==> src/rtl/instruction_fetch_pkg.sv <==
// Shared types and constants for the instruction fetch unit.
// Optional same-cycle response bypass is enabled by defining IFU_BYPASS_EN.
package instruction_fetch_pkg;

  localparam logic [31:0] NOP = 32'h0000_0013;

  typedef struct packed {
    logic [31:0] pc;
    logic [31:0] inst;
  } fetch_entry_t;

  typedef enum logic [1:0] {
    BOOT  = 2'd0,
    RUN   = 2'd1,
    DRAIN = 2'd2
  } fetch_state_e;

  function automatic logic [31:0] word_align(input logic [31:0] addr);
    return {addr[31:2], 2'b00};
  endfunction

endpackage

==> src/rtl/instruction_fetch_queue.sv <==
// Synchronous FIFO of fetched {pc, instruction} entries with flush and occupancy count.
// Pointers wrap naturally because the depth is a power of two.
module instruction_fetch_queue
  import instruction_fetch_pkg::*;
#(
  parameter int  QDEPTH = 2,
  localparam int CW     = $clog2(QDEPTH + 1),
  localparam int PW     = $clog2(QDEPTH)
) (
  input  logic          clk,
  input  logic          rst_n,
  input  logic          i_flush,
  input  logic          i_push,
  input  fetch_entry_t  i_data,
  input  logic          i_pop,
  output fetch_entry_t  o_head,
  output logic [CW-1:0] o_count
);

  logic [PW-1:0] r_rd_ptr;
  logic [PW-1:0] r_wr_ptr;
  logic [CW-1:0] r_count;
  fetch_entry_t  r_mem [QDEPTH];

  logic w_full;
  logic w_do_push;
  logic w_do_pop;

  assign w_full    = (r_count == CW'(QDEPTH));
  assign w_do_push = i_push && !i_flush;
  assign w_do_pop  = i_pop && (r_count != '0) && !i_flush;

  // Storage needs no reset: entries are only visible while counted.
  always_ff @(posedge clk) begin
    if (w_do_push) begin
      r_mem[r_wr_ptr] <= i_data;
    end
  end

  always_ff @(posedge clk or negedge rst_n) begin
    if (!rst_n) begin
      r_rd_ptr <= '0;
      r_wr_ptr <= '0;
      r_count  <= '0;
    end else if (i_flush) begin
      r_rd_ptr <= '0;
      r_wr_ptr <= '0;
      r_count  <= '0;
    end else begin
      if (w_do_push) begin
        r_wr_ptr <= r_wr_ptr + 1'b1;
      end
      if (w_do_pop) begin
        r_rd_ptr <= r_rd_ptr + 1'b1;
      end
      case ({w_do_push, w_do_pop})
        2'b10:   r_count <= r_count + 1'b1;
        2'b01:   r_count <= r_count - 1'b1;
        default: r_count <= r_count;
      endcase
    end
  end

  assign o_head  = r_mem[r_rd_ptr];
  assign o_count = r_count;

  a_no_overflow: assert property (@(posedge clk) disable iff (!rst_n)
    !(w_do_push && w_full && !w_do_pop));

endmodule

==> src/rtl/instruction_fetch.sv <==
// Front-end fetch unit: sequential word fetch, in-order response buffering and redirect flush.
// Define IFU_BYPASS_EN to forward a kept response to decode in the same cycle when the buffer is empty.
module instruction_fetch
  import instruction_fetch_pkg::*;
#(
  parameter logic [31:0] RESET_PC = 32'h0000_0200,
  parameter int          QDEPTH   = 2
) (
  input  logic         clk,
  input  logic         rst_n,
  input  logic         redirect_valid,
  input  logic [31:0]  redirect_pc,
  output logic         imem_req_valid,
  input  logic         imem_req_ready,
  output logic [31:0]  imem_req_addr,
  input  logic         imem_resp_valid,
  input  logic [31:0]  imem_resp_data,
  output logic         id_valid,
  input  logic         id_ready,
  output logic [31:0]  id_instruction,
  output logic [31:0]  id_pc,
  output fetch_state_e dbg_state
);

  localparam int CW = $clog2(QDEPTH + 1);

  if (QDEPTH < 2 || (QDEPTH & (QDEPTH - 1)) != 0) begin : g_bad_qdepth
    $error("instruction_fetch: QDEPTH must be a power of two and at least 2");
  end

  fetch_state_e  r_state;
  logic [31:0]   r_fetch_pc;
  logic [31:0]   r_resp_pc;
  logic [CW-1:0] r_inflight;
  logic [CW-1:0] r_drop_cnt;

  logic [CW-1:0] w_count;
  fetch_entry_t  w_head;
  fetch_entry_t  w_resp_entry;
  fetch_entry_t  w_id_entry;
  logic [CW:0]   w_occupancy;
  logic [CW-1:0] w_inflight_after_resp;
  logic          w_req_valid;
  logic          w_req_fire;
  logic          w_dropping;
  logic          w_keep;
  logic          w_buf_empty;
  logic          w_bypass;
  logic          w_id_valid;
  logic          w_pop;
  logic          w_push;

  // Requests are capped so that every accepted request has a guaranteed buffer slot.
  assign w_occupancy = {1'b0, r_inflight} + {1'b0, w_count};
  assign w_req_valid = (r_state != BOOT) && !redirect_valid
                       && (w_occupancy < (CW + 1)'(QDEPTH));
  assign w_req_fire  = w_req_valid && imem_req_ready;

  assign w_inflight_after_resp = imem_resp_valid ? (r_inflight - 1'b1) : r_inflight;

  assign w_dropping   = (r_drop_cnt != '0);
  assign w_keep       = imem_resp_valid && !w_dropping && !redirect_valid;
  assign w_buf_empty  = (w_count == '0);
  assign w_resp_entry = '{pc: r_resp_pc, inst: imem_resp_data};

`ifdef IFU_BYPASS_EN
  assign w_bypass = w_keep && w_buf_empty;
`else
  assign w_bypass = 1'b0;
`endif

  assign w_id_valid = (!w_buf_empty || w_bypass) && !redirect_valid;
  assign w_pop      = !w_buf_empty && w_id_valid && id_ready;
  assign w_push     = w_keep && !(w_bypass && id_ready);

  // With nothing to present, show a NOP at the PC the next kept response will carry.
  always_comb begin
    w_id_entry = '{pc: r_resp_pc, inst: NOP};
    if (!w_buf_empty) begin
      w_id_entry = w_head;
    end else if (w_bypass) begin
      w_id_entry = w_resp_entry;
    end
  end

  always_ff @(posedge clk or negedge rst_n) begin
    if (!rst_n) begin
      r_state    <= BOOT;
      r_fetch_pc <= RESET_PC;
      r_resp_pc  <= RESET_PC;
      r_inflight <= '0;
      r_drop_cnt <= '0;
    end else if (redirect_valid) begin
      // Everything still outstanding after this cycle belongs to the old path.
      r_fetch_pc <= word_align(redirect_pc);
      r_resp_pc  <= word_align(redirect_pc);
      r_inflight <= w_inflight_after_resp;
      r_drop_cnt <= w_inflight_after_resp;
      r_state    <= (w_inflight_after_resp != '0) ? DRAIN : RUN;
    end else begin
      if (w_req_fire) begin
        r_fetch_pc <= r_fetch_pc + 32'd4;
      end
      if (w_keep) begin
        r_resp_pc <= r_resp_pc + 32'd4;
      end
      r_inflight <= w_inflight_after_resp + CW'(w_req_fire);
      if (imem_resp_valid && w_dropping) begin
        r_drop_cnt <= r_drop_cnt - 1'b1;
      end
      case (r_state)
        BOOT:    r_state <= RUN;
        RUN:     r_state <= RUN;
        DRAIN: begin
          if (imem_resp_valid && (r_drop_cnt == CW'(1))) begin
            r_state <= RUN;
          end
        end
        default: r_state <= BOOT;
      endcase
    end
  end

  instruction_fetch_queue #(
    .QDEPTH (QDEPTH)
  ) u_queue (
    .clk     (clk),
    .rst_n   (rst_n),
    .i_flush (redirect_valid),
    .i_push  (w_push),
    .i_data  (w_resp_entry),
    .i_pop   (w_pop),
    .o_head  (w_head),
    .o_count (w_count)
  );

  assign imem_req_valid = w_req_valid;
  assign imem_req_addr  = r_fetch_pc;
  assign id_valid       = w_id_valid;
  assign id_instruction = w_id_entry.inst;
  assign id_pc          = w_id_entry.pc;
  assign dbg_state      = r_state;

endmodule

==> config.mk <==
export PLATFORM = sky130hd
export DESIGN_NAME = instruction_fetch
export DESIGN_NICKNAME = d
export VERILOG_FILES = /design/src/rtl/instruction_fetch_pkg.sv /design/src/rtl/instruction_fetch_queue.sv /design/src/rtl/instruction_fetch.sv
export SDC_FILE = /design/constraint.sdc
export NUM_CORES = 1
export LEC_CHECK = 0
export BUFFER_PORTS_ARGS = -buffer_cell sky130_fd_sc_hd__buf_2
export CAP_MARGIN = 20
export CORE_AREA = 8 8 175 177
export DETAILED_ROUTE_END_ITERATION = 8
export DIE_AREA = 0 0 183 185
export SYNTH_ARGS = -nofsm -noshare
export SYNTH_HDL_FRONTEND = slang
export SYNTH_SLANG_ARGS = --single-unit
export TNS_END_PERCENT = 50
==> constraint.sdc <==
create_clock -name clk -period 8.19 [get_ports clk]
set_input_delay 1.2285 -clock clk [delete_from_list [all_inputs] [get_ports clk]]
set_output_delay 1.2285 -clock clk [all_outputs]
set_load 0.01 [all_outputs]
==> impl_results.md, run 1 <==
* Status: finished clean
* Final cell count without fillers at 1272
* Clk pwr share at a little under a third
* Starting Density at 31.3%
* CP Max Fanout at 44
* CP startpoint: u_queue.r_rd_ptr$_DFFE_PN0P_
* # resized after CTS at 0
* Final worst slack at about 4.3 ns
* RSZ-0062 raised after global routing: no
* Critical path endpoint: id_pc[19]
* Largest net degree at the start of global routing at 91
* First-pass GRT wire length at 34500 µm
* Comb power frac at 25.1%
* FILL cells at 2777
* Slowest stage delay, CP at 0.72 ns
* #FFs+latches synth at slightly below 200
* Critical path class: flop to output port
* Most frequent cells in the layout: buf_2 (163), edfxtp_1 (124), nand2_1 (78)
* Antenna cell count at 0
* Mapped Area at 8780 µm²
* DP HPWL at between 15000 and 20000 µm
* Vias per cell at ~4.8
* Synth Flop Type: edfxtp_1
* Cell family with most CP delay: buffers and inverters
* CP Capture Type: output port
* Crit start category: flop
* Grt total ovfl at 0
* Seq. cell area at around 5500 µm²
* Final net count at 951
* Area of the multi-input gates at between 3000 and 4000 µm²
* Switch Pwr at 0.000911 W
* Die area at 33900 µm²
* EDFF count, synth at between 100 and 150
* Share of cells above drive strength 1 at a little over a quarter
* Commonest non-fill, non-tap cell in the layout: buf_2
* Layout Skew at 0.0138 ns
* Post-Syn Instances at 722
* First drt pass iteration count at 5
* Slowest cell on the critical path: buf_4
* Die W at 183 µm
* Final hold vios at 0
* Reg power frac at 44.3%
* Rows at 62
* Setup TNS at 0 ns
* Pwr dens at 266 nW/µm²
* FF-to-FF path depth at 7
* Buffers & Inverters on Critical Path at 2
* Worst relative slew slack at between 30% and 40%
* Worst R2R End: imem_req_addr[6]$_DFFE_PN0P_
* Min Tclk post-route at ~3.9 ns
* Worst EP required at 6.96 ns
* Io pins at 170
* Max IR drop VDD at 0.136 mV
* Netlist cell types at 50
* Placement Setup Slack at 4.53 ns
* P_leak at 4.04 nW
* H-tree levels at 4
* Post-synth ARST share at between 30% and 40%
* Tcrit/Tclk final at 47.4%
* Worst flop-to-flop path startpoint: u_queue.o_count[0]$_DFFE_PN0P_
* Clk sink count at 194
* Placed Cells at 1240
* Postcts setup bufs at 0
* Reg clk slew, reported paths at 0.07 ns
* F_max at 258 MHz
* IO Port Bufs at 163
* WL/cell at between 15 and 20 µm
* GRT Total Usage at between 10% and 20%
* Sequential area share after synthesis at 62.4%
* DRC at 0
* DRT iter0 DRCs at 376
* Initial antenna violation count at 0
* CTS root buf: clkbuf_16
* Area growth from synthesis to layout at 20.6%
* Smallest hold slack at 0.496 ns
* Final setup fails at 0
* Least-Margin Pin Slew at 0.933 ns
* Worst hold path class: flop to flop
* Reg2Reg Setup Slack at 4.66 ns
* Worst Path Arrival at 2.65 ns
* GP Congestion at 0.851
* Core ar. at 28100 µm²
* Syn avg cell area at between 10 and 15 µm²
* Internal power at roughly 0.0019 W
* Drt total wl at about 22000 µm
* Clk buf depth at 2
* Hold Buf Count CTS at 0
* Die Y at 185 µm
* Clk_lat worst skew at 0.42 ns
* Max-Cap Viols at 0
* Max Slew Vio Count at 0
* Vias in the first global route at 5948
* YS warnings at 0
* Levels on crit path at 4
* CTS Buf Count at 17
* Final ANT Viol Nets at 0
* Switch share at 32.3%
* CTS tree: yes
* Crit path cell chain: buf_4 -> mux2i_1 -> o21ai_0 -> buf_2
* Via count at between 6k and 7k
==> power groups by stage <==
stage                     registers [W]  clock network (W)  logic, W
after floorplan                 0.00125                  0  0.000441
after global placement          0.00127                  0  0.000719
after detailed placement        0.00127                  0  0.000727
after CTS                       0.00125           0.000888  0.000729
after global routing            0.00127           0.000929  0.000795
final                           0.00125           0.000860  0.000709
==> stage by stage <==
stage          utilization [%]  instance area [µm²]  total power, W
5_1_grt                   37.7                10600         0.00299
3_5_place_dp              35.5                 9980         0.00199
3_3_place_gp              35.5                 9980         0.00198
2_1_floorplan                -                 8790         0.00169
6_report                  37.7                10600         0.00282
4_1_cts                   37.7                10600         0.00287
==> sequential cells by signal, indices dropped and copies added (netlist names) <==
name and flops:
r_drop_cnt 2, u_queue.r_rd_ptr 1, imem_req_addr 30, dbg_state 2, u_queue.r_mem 124, r_resp_pc 30
r_inflight 2, u_queue.r_wr_ptr 1, u_queue.o_count 2
==> kinds of logic after synthesis <==
kind of cell,after synthesis,synth area share (%)
xor gates and xnor gates,45,4.49
muxes,80,9.38
adders and majority gates,6,0.941
and+or+nand+nor,243,13.5
other,1,0.0427
buffers and inverters,50,2.55
DFF,194,62.4
AOI/OAI and AO/OA,103,6.67
==> metal layers <==
metal  up-vias  global-route usage (%)  share of wire [%]
met2       200                    19.2                 43
met5         -                       0                  0
met3        11                    3.39                6.7
met4         0                    3.03               0.74
li1       2937                       -                  -
met1      2982                    18.9                 49
==> final cells by class <==
type | instances | area share, %
flip-flops and latches | 194 | 51.8
clock inverters | 14 | 1.69
well taps | 384 | 4.54
multi-input cells | 481 | 29.3
repair buffers | 170 | 8.20
inverters | 11 | 0.437
clock buffers | 18 | 4.05
==> synthesized netlist by cell type (2+ instances only) <==
library cell | instances | share of area (%)
and3_1 | 8 | 0.57
nand2_1 | 78 | 3.3
a31o_2 | 2 | 0.20
nor3_1 | 2 | 0.11
xor2_1 | 25 | 2.5
dfrtp_1 | 68 | 19
a31oi_1 | 5 | 0.36
clkbuf_1 | 24 | 1.0
and2_1 | 7 | 0.50
o211ai_1 | 9 | 0.77
mux2i_1 | 65 | 7.4
nor4_1 | 3 | 0.21
or2_2 | 3 | 0.21
o311ai_0 | 3 | 0.30
nor4_4 | 2 | 0.48
xnor2_1 | 20 | 2.0
or3_1 | 5 | 0.36
buf_4 | 5 | 0.43
nand4_1 | 27 | 1.9
o21ai_0 | 62 | 3.5
inv_1 | 9 | 0.38
buf_1 | 5 | 0.21
dfstp_2 | 2 | 0.60
nand2b_1 | 2 | 0.14
ha_1 | 5 | 0.71
buf_2 | 4 | 0.23
nor2b_1 | 4 | 0.29
o311ai_1 | 2 | 0.20
o21bai_1 | 2 | 0.17
edfxtp_1 | 124 | 42
nand3_1 | 33 | 1.9
mux2_2 | 14 | 1.8
nor2_1 | 60 | 2.6
a21oi_1 | 14 | 0.80
and4_1 | 4 | 0.40
==> how the worst min path moves through the flow <==
stage	cells after the start	to	start	slack (ns)
finish	1	dbg_state[1]$_DFFE_PN0P_	dbg_state[0]$_DFFE_PN0P_	0.50
global route	1	dbg_state[1]$_DFFE_PN0P_	dbg_state[0]$_DFFE_PN0P_	0.53
CTS	1	dbg_state[1]$_DFFE_PN0P_	dbg_state[0]$_DFFE_PN0P_	0.51
detailed placement	1	dbg_state[1]$_DFFE_PN0P_	dbg_state[0]$_DFFE_PN0P_	0.51
global placement	1	dbg_state[1]$_DFFE_PN0P_	dbg_state[0]$_DFFE_PN0P_	0.51
floorplan	0	u_queue.r_mem[0][54]$_DFFE_PP_	r_resp_pc[22]$_DFFE_PN0N_	0.46
Power figures use the tool's default switching activity.
==> run 2: changes to the inputs <==
--- a/config.mk
+++ b/config.mk
@@ -5,11 +5,12 @@
 export SDC_FILE = /design/constraint.sdc
 export NUM_CORES = 1
 export LEC_CHECK = 0
+export ABC_AREA = 1
 export BUFFER_PORTS_ARGS = -buffer_cell sky130_fd_sc_hd__buf_2
 export CAP_MARGIN = 20
-export CORE_AREA = 8 8 175 177
+export CORE_AREA = 8 8 184 186
 export DETAILED_ROUTE_END_ITERATION = 8
-export DIE_AREA = 0 0 183 185
+export DIE_AREA = 0 0 192 194
 export SYNTH_ARGS = -nofsm -noshare
 export SYNTH_HDL_FRONTEND = slang
 export SYNTH_SLANG_ARGS = --single-unit
==> constraint.sdc (replaced) <==
create_clock -name clk -period 3.3 [get_ports clk]
set_input_delay 0.495 -clock clk [delete_from_list [all_inputs] [get_ports clk]]
set_output_delay 0.495 -clock clk [all_outputs]
set_load 0.01 [all_outputs]
==> run 2 against run 1 <==
Against the previous run:
- critical path depth is 1 higher
- worst setup slack worse by 3.5 ns
- clock-buffer cell count unchanged
- cell count rose by 29%
- final area increased by 9.3%
- sequential share of layout area decreased by 4.4 points
- via count up 31%
- synthesized cell count is 49% higher
- global-route usage up 2.0 points
- sequential power increased to 2.7 times the previous value
- critical path type unchanged
- largest cell class unchanged
- largest power group unchanged
==> impl_results.md, run 2 <==
* Status: finished clean
* GRT Total Usage at 15.0%
* Fin util at ~37%
* CP Capture Type: output port
* DP HPWL at just over 20000 µm
* Netlist cell types at 43
* Max IR drop VDD at between 0.3 and 0.4 mV
* Synth Flop Type: edfxtp_1
* P_leak at slightly below 5 nW
* Clk sink count at 194
* Pwr dens at around 750 nW/µm²
* Worst flop-to-flop path startpoint: u_queue.o_count[0]$_DFFE_PN0P_
* Max FFs per register at between 100 and 150
* Final cell count without fillers at 1647
* CTS tree: yes
* # resized after CTS at 0
* Largest net degree at the start of global routing at 82
* Final hold vios at 0
* Rows at 65
* Most common cell in the synthesized netlist: nand2_1
* Clk buf depth at 2
* WL/cell at 17.2 µm
* Die Y at approximately 190 µm
* Die W at roughly 190 µm
* Io pins at 170
* Hold Buf Count CTS at 0
* Area growth from synthesis to layout at 19.3%
* Final ANT Viol Nets at 0
* Final setup fails at 0
* Final net count at 1308
* Reg2Reg Setup Slack at 1.00 ns
* FF-to-FF path depth at 11
* DRC at 0
* Slowest stage delay, CP at 0.50 ns
* F_max at 394 MHz
* GP Congestion at 0.869
* Post-Syn Instances at 1077
* Worst hold path class: input pin to asynchronous set/reset pin
* YS warnings at 0
* Worst relative slew slack at 50.0%
* FILL cells at ~3.2k
* Smallest hold slack at around 0.11 ns
* Antenna cell count at 0
* Tcrit/Tclk final at 76.9%
* First-pass GRT wire length at 43800 µm
* Sequential area share after synthesis at a little under three fifths
* Most frequent cells after synthesis: nand2_1 (351), edfxtp_1 (124), nor2_1 (97), a21oi_1 (84), inv_1 (79)
* RSZ-0062 raised after global routing: no
* Most frequent cells in the layout: nand2_1 (351), buf_2 (163), edfxtp_1 (124)
* H-tree levels at 4
* Yosys top cell area share at 38.4%
* CTS Buf Count at 17
* IO Port Bufs at 163
* Post-synth ARST share at approximately 36%
* Layout Skew at 0.0141 ns
* Clk_lat worst skew at 0.44 ns
* Crit path cell chain: inv_2 -> buf_12 -> nand2_1 -> a21oi_1 -> buf_2
* CTS root buf: clkbuf_16
* First drt pass iteration count at 5
* Grt total ovfl at 0
* Drt total wl at between 20000 and 30000 µm
* Most flop-heavy register: u_queue.r_mem
* Postcts setup bufs at 0
* Syn avg cell area at 9.01 µm²
* Core ar. at slightly above 30000 µm²
* Slowest cell on the critical path: inv_2
* Placed Cells at 1615
* Share of cells above drive strength 1 at 20.8%
* Largest cells by area after synthesis: edfxtp_1 (38%), dfrtp_1 (18%), nand2_1 (14%), a21oi_1 (4.3%), nor2_1 (3.8%)
* Vias in the first global route at 7820
* Worst EP required at 2.80 ns
* Mapped Area at 9700 µm²
* Vias per cell at about 4.9
* Worst Path Arrival at 2.04 ns
* #FFs+latches synth at roughly 190
* Min Tclk post-route at between 2 and 3 ns
* Via count at 8002
* Max Slew Vio Count at 0
* Reg clk slew, reported paths at 0.08 ns
* Crit start category: flop
* Critical path class: flop to output port
* DRT iter0 DRCs at 599
* CP Max Fanout at 33
* EDFF count, synth at between 100 and 150
* Worst R2R End: imem_req_addr[21]$_DFFE_PN0P_
* Max-Cap Viols at 0
* Starting Density at 31.2%
* Die area at 37200 µm²
* Initial antenna violation count at 0
* Commonest non-fill, non-tap cell in the layout: nand2_1
* Least-Margin Pin Slew at 0.750 ns
* Yosys top cell by area: edfxtp_1
## run 2: changes by cell type in the layout (fill, tap and decap cells not counted), moves of 9 or more
cell / change
a22oi_1: +20
inv_1: +70
nand2_1: +273
o21ai_0: -35
mux2i_1: -65
nor2_1: +36
mux2_2: -14
a21oi_1: +70
inv_2: +9
xnor2_1: -14
nand4_1: -22
nor2_4: +10
nand3_1: +24
## run 2: cells by family after synthesis
family                   after synthesis  share of synthesized area [%]
AO/OA/AOI/OAI                        164                           9.57
XOR/XNOR                              27                           2.44
adder cells (fa/ha/maj)                6                          0.851
buffers and inverters                130                           5.60
flip-flops                           194                           56.5
other                                  1                         0.0387
AND/OR/NAND/NOR                      555                           25.0
## run 2: critical path: cells and delay by family (launching register included)
kind / cells / cell delay, ns
compound gates: 1 / 0.17
simple gates: 1 / 0.07
flops: 1 / 0.41
buf+inv: 3 / 0.94
## run 2: where the power goes
part | leakage [nW] | total (W) | internal [W] | switching, W
Combinational | 2.65 | 0.00323 | 0.00112 | 0.00212
Sequential | 1.97 | 0.00336 | 0.00297 | 0.000400
Clock | 0.289 | 0.00211 | 0.00108 | 0.00102
## run 2: layout make-up
cell class / instances / area, µm² / share of cell area, %
clock buffers: 18 / 429 / 3.71
clock inverters: 14 / 161 / 1.40
inverters: 89 / 337 / 2.91
multi-input cells: 756 / 3710 / 32.1
flip-flops and latches: 194 / 5480 / 47.4
well taps: 402 / 503 / 4.35
repair buffers: 174 / 948 / 8.20
## run 2: worst max-delay path by stage
stage	start	to	slack, ns	cells after the start
final	u_queue.r_rd_ptr$_DFFE_PN0P_	id_pc[6]	0.76	5
after floorplan	r_drop_cnt[0]$_DFFE_PN0P_	u_queue.r_mem[1][0]$_DFFE_PP_	-0.72	6
after global placement	u_queue.o_count[0]$_DFFE_PN0P_	imem_req_addr[20]$_DFFE_PN0P_	1.00	11
after detailed placement	u_queue.o_count[0]$_DFFE_PN0P_	imem_req_addr[21]$_DFFE_PN0P_	0.98	11
after global routing	u_queue.r_rd_ptr$_DFFE_PN0P_	id_pc[9]	0.60	5
after CTS	u_queue.r_rd_ptr$_DFFE_PN0P_	id_pc[20]	0.69	4
## run 2: metal layers
layer / track usage, % / share of wire, % / wire length, µm / vias up
met3: 2.88 / 7.3 / 2060 / 37
li1: - / - / - / 3878
met5: 0 / 0 / 0 / -
met2: 22.3 / 43 / 12300 / 283
met1: 21.9 / 47 / 13400 / 3804
met4: 4.33 / 1.8 / 515 / 0
## run 2: per-stage QoR
stage          worst slack (ns)  setup TNS, ns  area (µm²)  power [W]
2_1_floorplan            -0.721         -44.70        9710    0.00529
3_3_place_gp               1.00              0       11000    0.00663
3_5_place_dp              0.984              0       11000    0.00669
4_1_cts                   0.685              0       11600    0.00881
5_1_grt                   0.597              0       11600    0.00927
6_report                  0.763              0       11600    0.00871
